--- config.mk ---
export PLATFORM = sky130hd
export DESIGN_NAME = v_table_init_ctrl
export DESIGN_NICKNAME = d
export VERILOG_FILES = /design/src/rtl/v_table_init_ctrl.sv
export SDC_FILE = /design/constraint.sdc
export NUM_CORES = 1
export LEC_CHECK = 0
export ABC_AREA = 1
export CAP_MARGIN = 5
export CORE_MARGIN = 2
export CORE_UTILIZATION = 50
export CTS_CLUSTER_SIZE = 20
export DETAILED_ROUTE_END_ITERATION = 7
export PLACE_DENSITY = 0.87
export SLEW_MARGIN = 20
export SYNTH_ARGS = -nofsm -noshare
export SYNTH_HDL_FRONTEND = slang
export SYNTH_SLANG_ARGS = --single-unit
--- constraint.sdc ---
create_clock -name clk -period 4 [get_ports clk]
set_input_delay 0.6 -clock clk [delete_from_list [all_inputs] [get_ports clk]]
set_output_delay 0.6 -clock clk [all_outputs]
set_load 0.05 [all_outputs]
--- src/rtl/v_table_init_ctrl.sv ---
// Write-port controller for BANKS replicated state SRAMs.
// Sequences full-table init and bank-masked range clears, arbitrated against update-pipeline writes.
module v_table_init_ctrl #(
  parameter int unsigned  N         = 256,
  parameter int unsigned  W         = 64,
  parameter int unsigned  BANKS     = 2,
  parameter logic [W-1:0] INIT_VAL  = '0,
  parameter bit           AUTO_INIT = 1'b1,
  localparam int unsigned AW        = $clog2(N)
) (
  input  logic             clk,
  input  logic             rst,
  input  logic             i_init,
  input  logic             i_clr_vld,
  output logic             o_clr_rdy,
  input  logic [AW-1:0]    i_clr_base,
  input  logic [AW:0]      i_clr_len,
  input  logic [BANKS-1:0] i_clr_bank_mask,
  input  logic             i_pipe_wen,
  input  logic [AW-1:0]    i_pipe_waddr,
  input  logic [W-1:0]     i_pipe_wdata,
  output logic [BANKS-1:0] o_wen_r,
  output logic [AW-1:0]    o_waddr_r,
  output logic [W-1:0]     o_wdata_r,
  output logic             o_busy_r,
  output logic             o_done_r,
  output logic             o_drop_r
);

  typedef enum logic [1:0] {
    S_IDLE  = 2'd0,
    S_FULL  = 2'd1,
    S_RANGE = 2'd2
  } state_t;

  localparam logic [AW-1:0]    LAST_IDX  = AW'(N - 1);
  localparam logic [AW:0]      N_LEN     = (AW + 1)'(N);
  localparam logic [BANKS-1:0] ALL_BANKS = '1;

  state_t           r_state;
  logic [AW-1:0]    r_ptr;
  logic [AW:0]      r_rem;
  logic [BANKS-1:0] r_mask;
  logic             r_fin;

  state_t           w_state;
  logic [AW-1:0]    w_ptr;
  logic [AW:0]      w_rem;
  logic [BANKS-1:0] w_mask;
  logic             w_fin;
  logic [BANKS-1:0] w_wen;
  logic [AW-1:0]    w_waddr;
  logic [W-1:0]     w_wdata;
  logic             w_busy;
  logic             w_done;
  logic             w_drop;
  logic             w_clr_rdy;

  logic [AW-1:0]    w_ptr_inc;
  logic [AW:0]      w_clr_len_sat;

  // Pointer advance wraps at the table end, which need not be a power of two.
  assign w_ptr_inc     = (r_ptr == LAST_IDX) ? '0 : r_ptr + AW'(1);
  assign w_clr_len_sat = (i_clr_len > N_LEN) ? N_LEN : i_clr_len;
  assign o_clr_rdy     = w_clr_rdy;

  // Next-state, write-port selection and status.
  always_comb begin
    w_state   = r_state;
    w_ptr     = r_ptr;
    w_rem     = r_rem;
    w_mask    = r_mask;
    w_fin     = 1'b0;
    w_wen     = '0;
    w_waddr   = o_waddr_r;
    w_wdata   = o_wdata_r;
    w_busy    = (r_state == S_FULL);
    w_done    = r_fin;
    w_drop    = o_drop_r;
    w_clr_rdy = 1'b0;

    case (r_state)
      S_FULL: begin
        w_wen   = ALL_BANKS;
        w_waddr = r_ptr;
        w_wdata = INIT_VAL;
        if (i_pipe_wen) begin
          w_drop = 1'b1;
        end
        if (i_init) begin
          w_ptr = '0;
        end else if (r_ptr == LAST_IDX) begin
          w_state = S_IDLE;
          w_ptr   = '0;
          w_fin   = 1'b1;
        end else begin
          w_ptr = w_ptr_inc;
        end
      end

      S_IDLE: begin
        if (i_pipe_wen) begin
          w_wen   = ALL_BANKS;
          w_waddr = i_pipe_waddr;
          w_wdata = i_pipe_wdata;
        end
        if (i_init) begin
          w_state = S_FULL;
          w_ptr   = '0;
        end else begin
          w_clr_rdy = 1'b1;
          if (i_clr_vld) begin
            if (i_clr_len == '0) begin
              w_done = 1'b1;
            end else begin
              w_state = S_RANGE;
              w_ptr   = i_clr_base;
              w_rem   = w_clr_len_sat;
              w_mask  = i_clr_bank_mask;
            end
          end
        end
      end

      S_RANGE: begin
        // Pipeline writes win the port; the clear simply stalls for that cycle.
        if (i_pipe_wen) begin
          w_wen   = ALL_BANKS;
          w_waddr = i_pipe_waddr;
          w_wdata = i_pipe_wdata;
        end
        if (i_init) begin
          w_state = S_FULL;
          w_ptr   = '0;
          w_rem   = '0;
        end else if (!i_pipe_wen) begin
          w_wen   = r_mask;
          w_waddr = r_ptr;
          w_wdata = INIT_VAL;
          w_ptr   = w_ptr_inc;
          w_rem   = r_rem - (AW + 1)'(1);
          if (r_rem == (AW + 1)'(1)) begin
            w_state = S_IDLE;
            w_fin   = 1'b1;
          end
        end
      end

      default: begin
        w_state = S_IDLE;
      end
    endcase
  end

  // State and registered write port.
  always_ff @(posedge clk or negedge rst) begin
    if (!rst) begin
      r_state   <= AUTO_INIT ? S_FULL : S_IDLE;
      r_ptr     <= '0;
      r_rem     <= '0;
      r_mask    <= '0;
      r_fin     <= 1'b0;
      o_wen_r   <= '0;
      o_waddr_r <= '0;
      o_wdata_r <= '0;
      o_busy_r  <= AUTO_INIT;
      o_done_r  <= 1'b0;
      o_drop_r  <= 1'b0;
    end else begin
      r_state   <= w_state;
      r_ptr     <= w_ptr;
      r_rem     <= w_rem;
      r_mask    <= w_mask;
      r_fin     <= w_fin;
      o_wen_r   <= w_wen;
      o_waddr_r <= w_waddr;
      o_wdata_r <= w_wdata;
      o_busy_r  <= w_busy;
      o_done_r  <= w_done;
      o_drop_r  <= w_drop;
    end
  end

endmodule

==> impl_metrics.tcl <==
set metrics [dict create \
    routedWlPerCell_um 15.4 \
    root_buffer "clkbuf_8" \
    die_h_um 106 \
    synth.area.top_cells "dfrtp_1 47%, nand2_1 11%, inv_1 5.3%" \
    report.final.slew_viol_count 0 \
    clockPowerShare_pct 10.2 \
    synthDominantCellAreaShare_pct 47.1 \
    timing.max_cap.violations 0 \
    drt-total-wl_um 14500 \
    cp_data_arrival_time_ns 2.37 \
    number_of_antenna_violations_at_the_first_check_in_global_routing 0 \
    postLayoutSetupSlackWorst_ns 1.03 \
    drc 0 \
    port-buffer-count 173 \
    yosysWarnings 0 \
    worst_slew_pin_slew_ns 0.970 \
    yosysTopAreaCell "dfrtp_1" \
    synth_enable_flop_cells 0 \
    die_x_um 106 \
    synth-seq-area-share_pct 48.1 \
    combPwrFrac_pct 59.2 \
    filler_cell_count 795 \
    grt_first_pass_wirelength_um 23300 \
    grt_pass1_vias 4926 \
    pin_count 174 \
    gp_congestion 0.911 \
    maximum_number_of_pins_on_one_net_before_global_route_repair 75 \
    max_clock_freq_mhz 336 \
    clock_sinks 99 \
    r2r_setup_slack_ns 1.27 \
    cts_max_level 3 \
    synthArstFlopShare_pct 100 \
    p_sw_share_pct 51.9 \
    dpl.cell_count 927 \
    vdd_drop_max_uv 351 \
    final-hold-violation-count 0 \
    min-delay-path-class "primary input to asynchronous set/reset pin" \
    die-area_um2 11100 \
    diodes 0 \
    clk_path_buf_depth 2 \
    floorplan.initialDensity_pct 50.7 \
    fp-row-count 37 \
    worst-setup-path-type "register to output pin" \
    totalPowerFinal_w 0.00566 \
    final.min_clock_period_ns 2.97 \
    antenna_violation_net_count_after_detailed_routing 0 \
    path_max_fanout 12 \
    cts.repair_timing.setup_buffer_count 0 \
    number_of_clock_buffers_inserted_by_tritoncts 9 \
    ys_dominant_reg_cell "dfrtp_1" \
    max-slew-margin-rel_pct 35.3 \
    cts.hold.buffers_added 0 \
    floorplan.core_area_um2 10200 \
    critPathLaunchType "register" \
    power.switching_w 0.00294 \
    setup-tns-final_ns 0 \
    final_min_period_over_clock_period_pct 74.3 \
    outcome "finished, final reports clean" \
    post_route_cells_drive_above_1_share_pct 7.20 \
    setup_viol_count_final 0 \
    cts_tree "done" \
    grt_overflow 0 \
    clkLatencyLatePin_ns 0.37 \
    synth-seq-cells 99 \
    dp.final_hpwl_um 10400 \
    gr-usage-all-layers_pct 26.2 \
    dr_total_vias 4987 \
    post-place-ws_ns 1.16 \
    viasPerCell 5.29 \
    drt_iter0_drc 372 \
    internal_power_w 0.00272 \
    ys_types 35 \
    netlist_area_um2 5160 \
    synthesis.nets 746 \
    cts.clk_slew.worst_paths_ns 0.09 \
    rsz0062_at_grt "no" \
    syn_inst 643 \
    stdcell_count 942 \
    p_per_area_nw_per_um2 797 \
    flow.area_growth_from_synthesis_pct 37.7 \
    firstDrtPassIters 5 \
    post_cts_resize_count 0 \
    sequentialPowerShare_pct 30.6 \
    critPathRequiredTime_ns 3.40 \
    endpoint_kind "output pin" \
    post_synth.cell_area_avg_um2 8.02 \
    final_net_count 905 \
    clock_skew_ns 0.00656 \
    static-leakage-power_nw 3.19 \
]
-- cells by family after synthesis --
| kind of cell | count (synthesis) | synth area share [%] |
|---|---|---|
| compound gates | 145 | 16.9 |
| xor+xnor | 4 | 0.679 |
| fa+ha+maj | 7 | 1.70 |
| simple gates | 277 | 23.5 |
| buf+inv | 111 | 9.17 |
| flops | 99 | 48.1 |
-- per-layer routing --
layer	vias to the layer above	global-route usage, %	part of all wire, %
li1	2409	-	-
met1	2350	32.6	41
met5	-	0	0
met4	0	11.0	2.1
met3	25	3.22	5.5
met2	203	46.2	51
-- critical path, stage by stage (launching register included) --
cell             delay (ns)
dfrtp_1                0.42
inv_1                  0.12
ha_1                   0.29
inv_1                  0.09
nor2_1                 0.09
buf_4                  0.17
clkdlybuf4s50_1        0.82
-- layout make-up --
type / instances / area (um2) / share of cell area [%]
multi-input cells: 433 / 2210 / 31.1
inverters: 80 / 303 / 4.26
well taps: 136 / 170 / 2.40
clock inverters: 4 / 27.5 / 0.388
flip-flops and latches: 99 / 2480 / 34.9
clock buffers: 11 / 141 / 1.99
repair buffers: 179 / 1770 / 25.0
-- worst paths after layout --
path / to / startpoint / depth (start not counted)
min in group clk: o_done_r / r_fin / 1
setup / recovery: o_clr_rdy / r_state[1] / 6
hold / removal: r_rem[3] / rst / 1
hold reg to reg: o_done_r / r_fin / 1
setup reg to reg: o_wdata_r[62] / r_state[0] / 7
max in group asynchronous: o_wdata_r[31] / rst / 2
-- stage by stage --
stage               hold slack, ns  utilization, %  cell area [um2]
floorplan                    0.304               -             5160
global placement             0.438            68.1             6930
detailed placement           0.436            68.1             6930
CTS                          0.399            69.7             7100
global route                 0.439            69.7             7100
finish                       0.354            69.7             7100
-- Yosys cell counts (2+ instances only) --
library cell	number
nand2_1	156
dfrtp_1	97
inv_1	73
nor2_1	54
nand3_1	47
o21ai_0	42
a21oi_1	41
o31ai_1	27
buf_2	16
nand3_2	10
o21ai_1	10
o21ai_2	10
o22ai_1	8
ha_1	7
inv_2	6
buf_4	5
clkbuf_1	5
buf_1	3
xor2_1	3
buf_6	2
dfstp_2	2
nand2_4	2
nand4_1	2
nor3_1	2
o21a_1	2
o21bai_1	2
-- power groups by stage --
stage / combinational, W / sequential (W) / clock (W)
floorplan: 0.00123 / 0.00278 / 0
global route: 0.00359 / 0.00178 / 0.000627
detailed placement: 0.00334 / 0.00174 / 0
finish: 0.00335 / 0.00173 / 0.000578
global placement: 0.00327 / 0.00171 / 0
CTS: 0.00335 / 0.00172 / 0.000592
-- state kept, by name (all words and copies together) (netlist names) --
register / count
o_busy_r: 1
o_wdata_r: 64
o_wen_r: 2
r_state: 2
r_rem: 9
r_ptr: 8
o_waddr_r: 8
r_mask: 2
o_done_r: 1
r_fin: 1
o_drop_r: 1
-- layout by cell type, fill, tap and decap left out --
cell and n:
a21oi_1 41, a21oi_2 1, a31oi_4 1, buf_4 7, clkbuf_1 1, clkbuf_8 10, clkdlybuf4s50_1 172, clkinv_2 1
clkinvlp_4 3, dfrtp_1 97, dfstp_2 2, ha_1 7, inv_1 73, inv_2 6, inv_4 1, nand2_1 156
nand2_2 1, nand2_4 2, nand3_1 47, nand3_2 10, nand3_4 1, nand4_1 2, nor2_1 54, nor2_2 1
nor2_4 1, nor3_1 2, o211ai_1 1, o21a_1 2, o21ai_0 42, o21ai_1 10, o21ai_2 10, o21bai_1 2
o22ai_1 8, o31ai_1 27, xnor2_1 1, xor2_1 3
(Power assumes the default switching activity.)
==> edit: new RTL, same flow settings <==
`W`: 64 -> 60.
--- a/src/rtl/v_table_init_ctrl.sv
+++ b/src/rtl/v_table_init_ctrl.sv
@@ -3,5 +3,5 @@
 module v_table_init_ctrl #(
   parameter int unsigned  N         = 256,
-  parameter int unsigned  W         = 64,
+  parameter int unsigned  W         = 60,
   parameter int unsigned  BANKS     = 2,
   parameter logic [W-1:0] INIT_VAL  = '0,
Interface: changed (resized i_pipe_wdata and o_wdata_r); port bits go from 174 to 166. The function was not compared with the original's and may differ.
==> edit against the unedited design <==
Power decreased by 3.7%. Non-clock buffer count fell by 7. Maximum frequency up 5.1%. Routed wire length decreased by 3.3%. Design area decreased by 4.3%. Critical endpoint unchanged. Worst setup slack better by 0.14 ns. Area after synthesis decreased by 5.6%. Final cell count is 2.3% lower. Register-to-register slack improved by 0.03 ns. Sequential cell count down 4. Via count about the same. Sequential power fell by 5%.
==> edit: results (changes against the unedited design) <==
| Metric | Value |
|---|---|
| Root Driver | `clkbuf_8` |
| Top area cells in the synthesized netlist | `dfrtp_1, nand2_1, nand3_1` |
| Seq/Total Area, Yosys | `0.489 (+0.00785)` |
| Max IR drop VDD | `0.000479 V (+37%)` |
| Registers with the most flip-flops | `o_wdata_r: 60 flops, r_rem: 9 flops` |
| Port Buffers | `165 (-4.6%)` |
| CP peak stage delay | `0.72 ns (-0.10 ns)` |
| Via/cell ratio | `5.42 (+2.3%)` |
| Share of power burned in registers | `0.302 (-0.004)` |
| Placer's final routability congestion estimate | `0.857 (-5.9%)` |
| Leakage power figure | `3.17 nW (-0.56%)` |
| Global routing usage summed across all routing layers | `0.265 (+0.00295)` |
| Primary flip-flop cell chosen by synthesis mapping | `dfrtp_1` |
| Layout Nets | `881 (-2.7%)` |
| Share of post-route cells with drive strength above 1 | `0.0419 (-0.0300)` |
| Nets in the synthesized netlist | `734 (-1.6%)` |
| Syn. warnings | `0 (unchanged)` |
| First-pass GRT wire length | `22.1 mm (-5.3%)` |
| Comb group | `3.16 mW (-6%)` |
| Tightest slew margin relative to the limit | `0.348 (-0.00430)` |
| Number of global-route vias before repair | `4831 (-1.9%)` |
| Detailed placer's ending HPWL | `9.81 mm (-5.8%)` |
| Distinct cell type count of the synthesized netlist | `28 (-20%)` |
| Most numerous cell types in the synthesized netlist | `nand2_1, dfrtp_1, nand3_1` |
| Total Routed Length | `14.0 mm (-3.3%)` |
| Largest net degree at the start of global routing | `73 (-2.7%)` |
| Result of the run | `completed` |
| 1st-iter DRT viols | `395 (+6.2%)` |
| Fraction of power spent switching nets | `0.511 (-0.00799)` |
| PnR Total Power | `5.45 mW (-3.7%)` |
| Clock skew after layout | `0.00917 ns (+0.00261 ns)` |
| Max FO, Critical Path | `7 (-5)` |
| CP Data Arrival Time | `2.23 ns (-0.14 ns)` |
[edit: critical path, delay by kind of cell, from the launching register on]
kind	cells	cell delay, ns
buf+inv	3	0.95
fa+ha+maj	1	0.21
simple gates	1	0.10
flops	1	0.61
[edit: kinds of logic after synthesis]
kind of cell / share of synthesized area
compound gates: 0.141
xor+xnor: 0.00719
fa+ha+maj: 0.0180
buf+inv: 0.0647
flops: 0.489
simple gates: 0.281
[edit: worst paths after layout]
path                                   startpoint                endpoint  slack [ns]  depth (start not counted)
max                        r_state[0]$_DFFE_PN1P_               o_clr_rdy        1.17                          5
max in group asynchronous                     rst  r_state[0]$_DFFE_PN1P_        2.74                          2
min                                           rst    r_rem[7]$_DFFE_PN0P_        0.33                          1
min in group clk                  r_fin$_DFF_PN0_      o_done_r$_DFF_PN0_        0.45                          1
max reg2reg                r_state[0]$_DFFE_PN1P_    o_wen_r[1]$_DFF_PN0_        1.30                          8
min reg2reg                       r_fin$_DFF_PN0_      o_done_r$_DFF_PN0_        0.45                          1
[edit: metal layers]
| layer | up-vias | part of all wire | track usage |
|---|---|---|---|
| met4 | 0 | 0.027 | 0.110 |
| met5 | - | 0 | 0 |
| li1 | 2388 | - | - |
| met3 | 35 | 0.066 | 0.0475 |
| met2 | 196 | 0.49 | 0.449 |
| met1 | 2364 | 0.42 | 0.337 |
[edit: area by class of cell]
type	count	area (um2)
clock buffers	12	145
flip-flops and latches	95	2380
repair buffers	172	1700
well taps	133	166
multi-input cells	461	2180
fillers	770	2800
clock inverters	4	55.1
inverters	43	161
[edit: stage by stage]
step	cell area, um2	cells	hold slack [ns]
CTS	6790	920	0.408
global placement	6590	904	0.447
finish	6790	920	0.334
floorplan	4870	635	0.304
global route	6790	920	0.446
detailed placement	6590	904	0.436
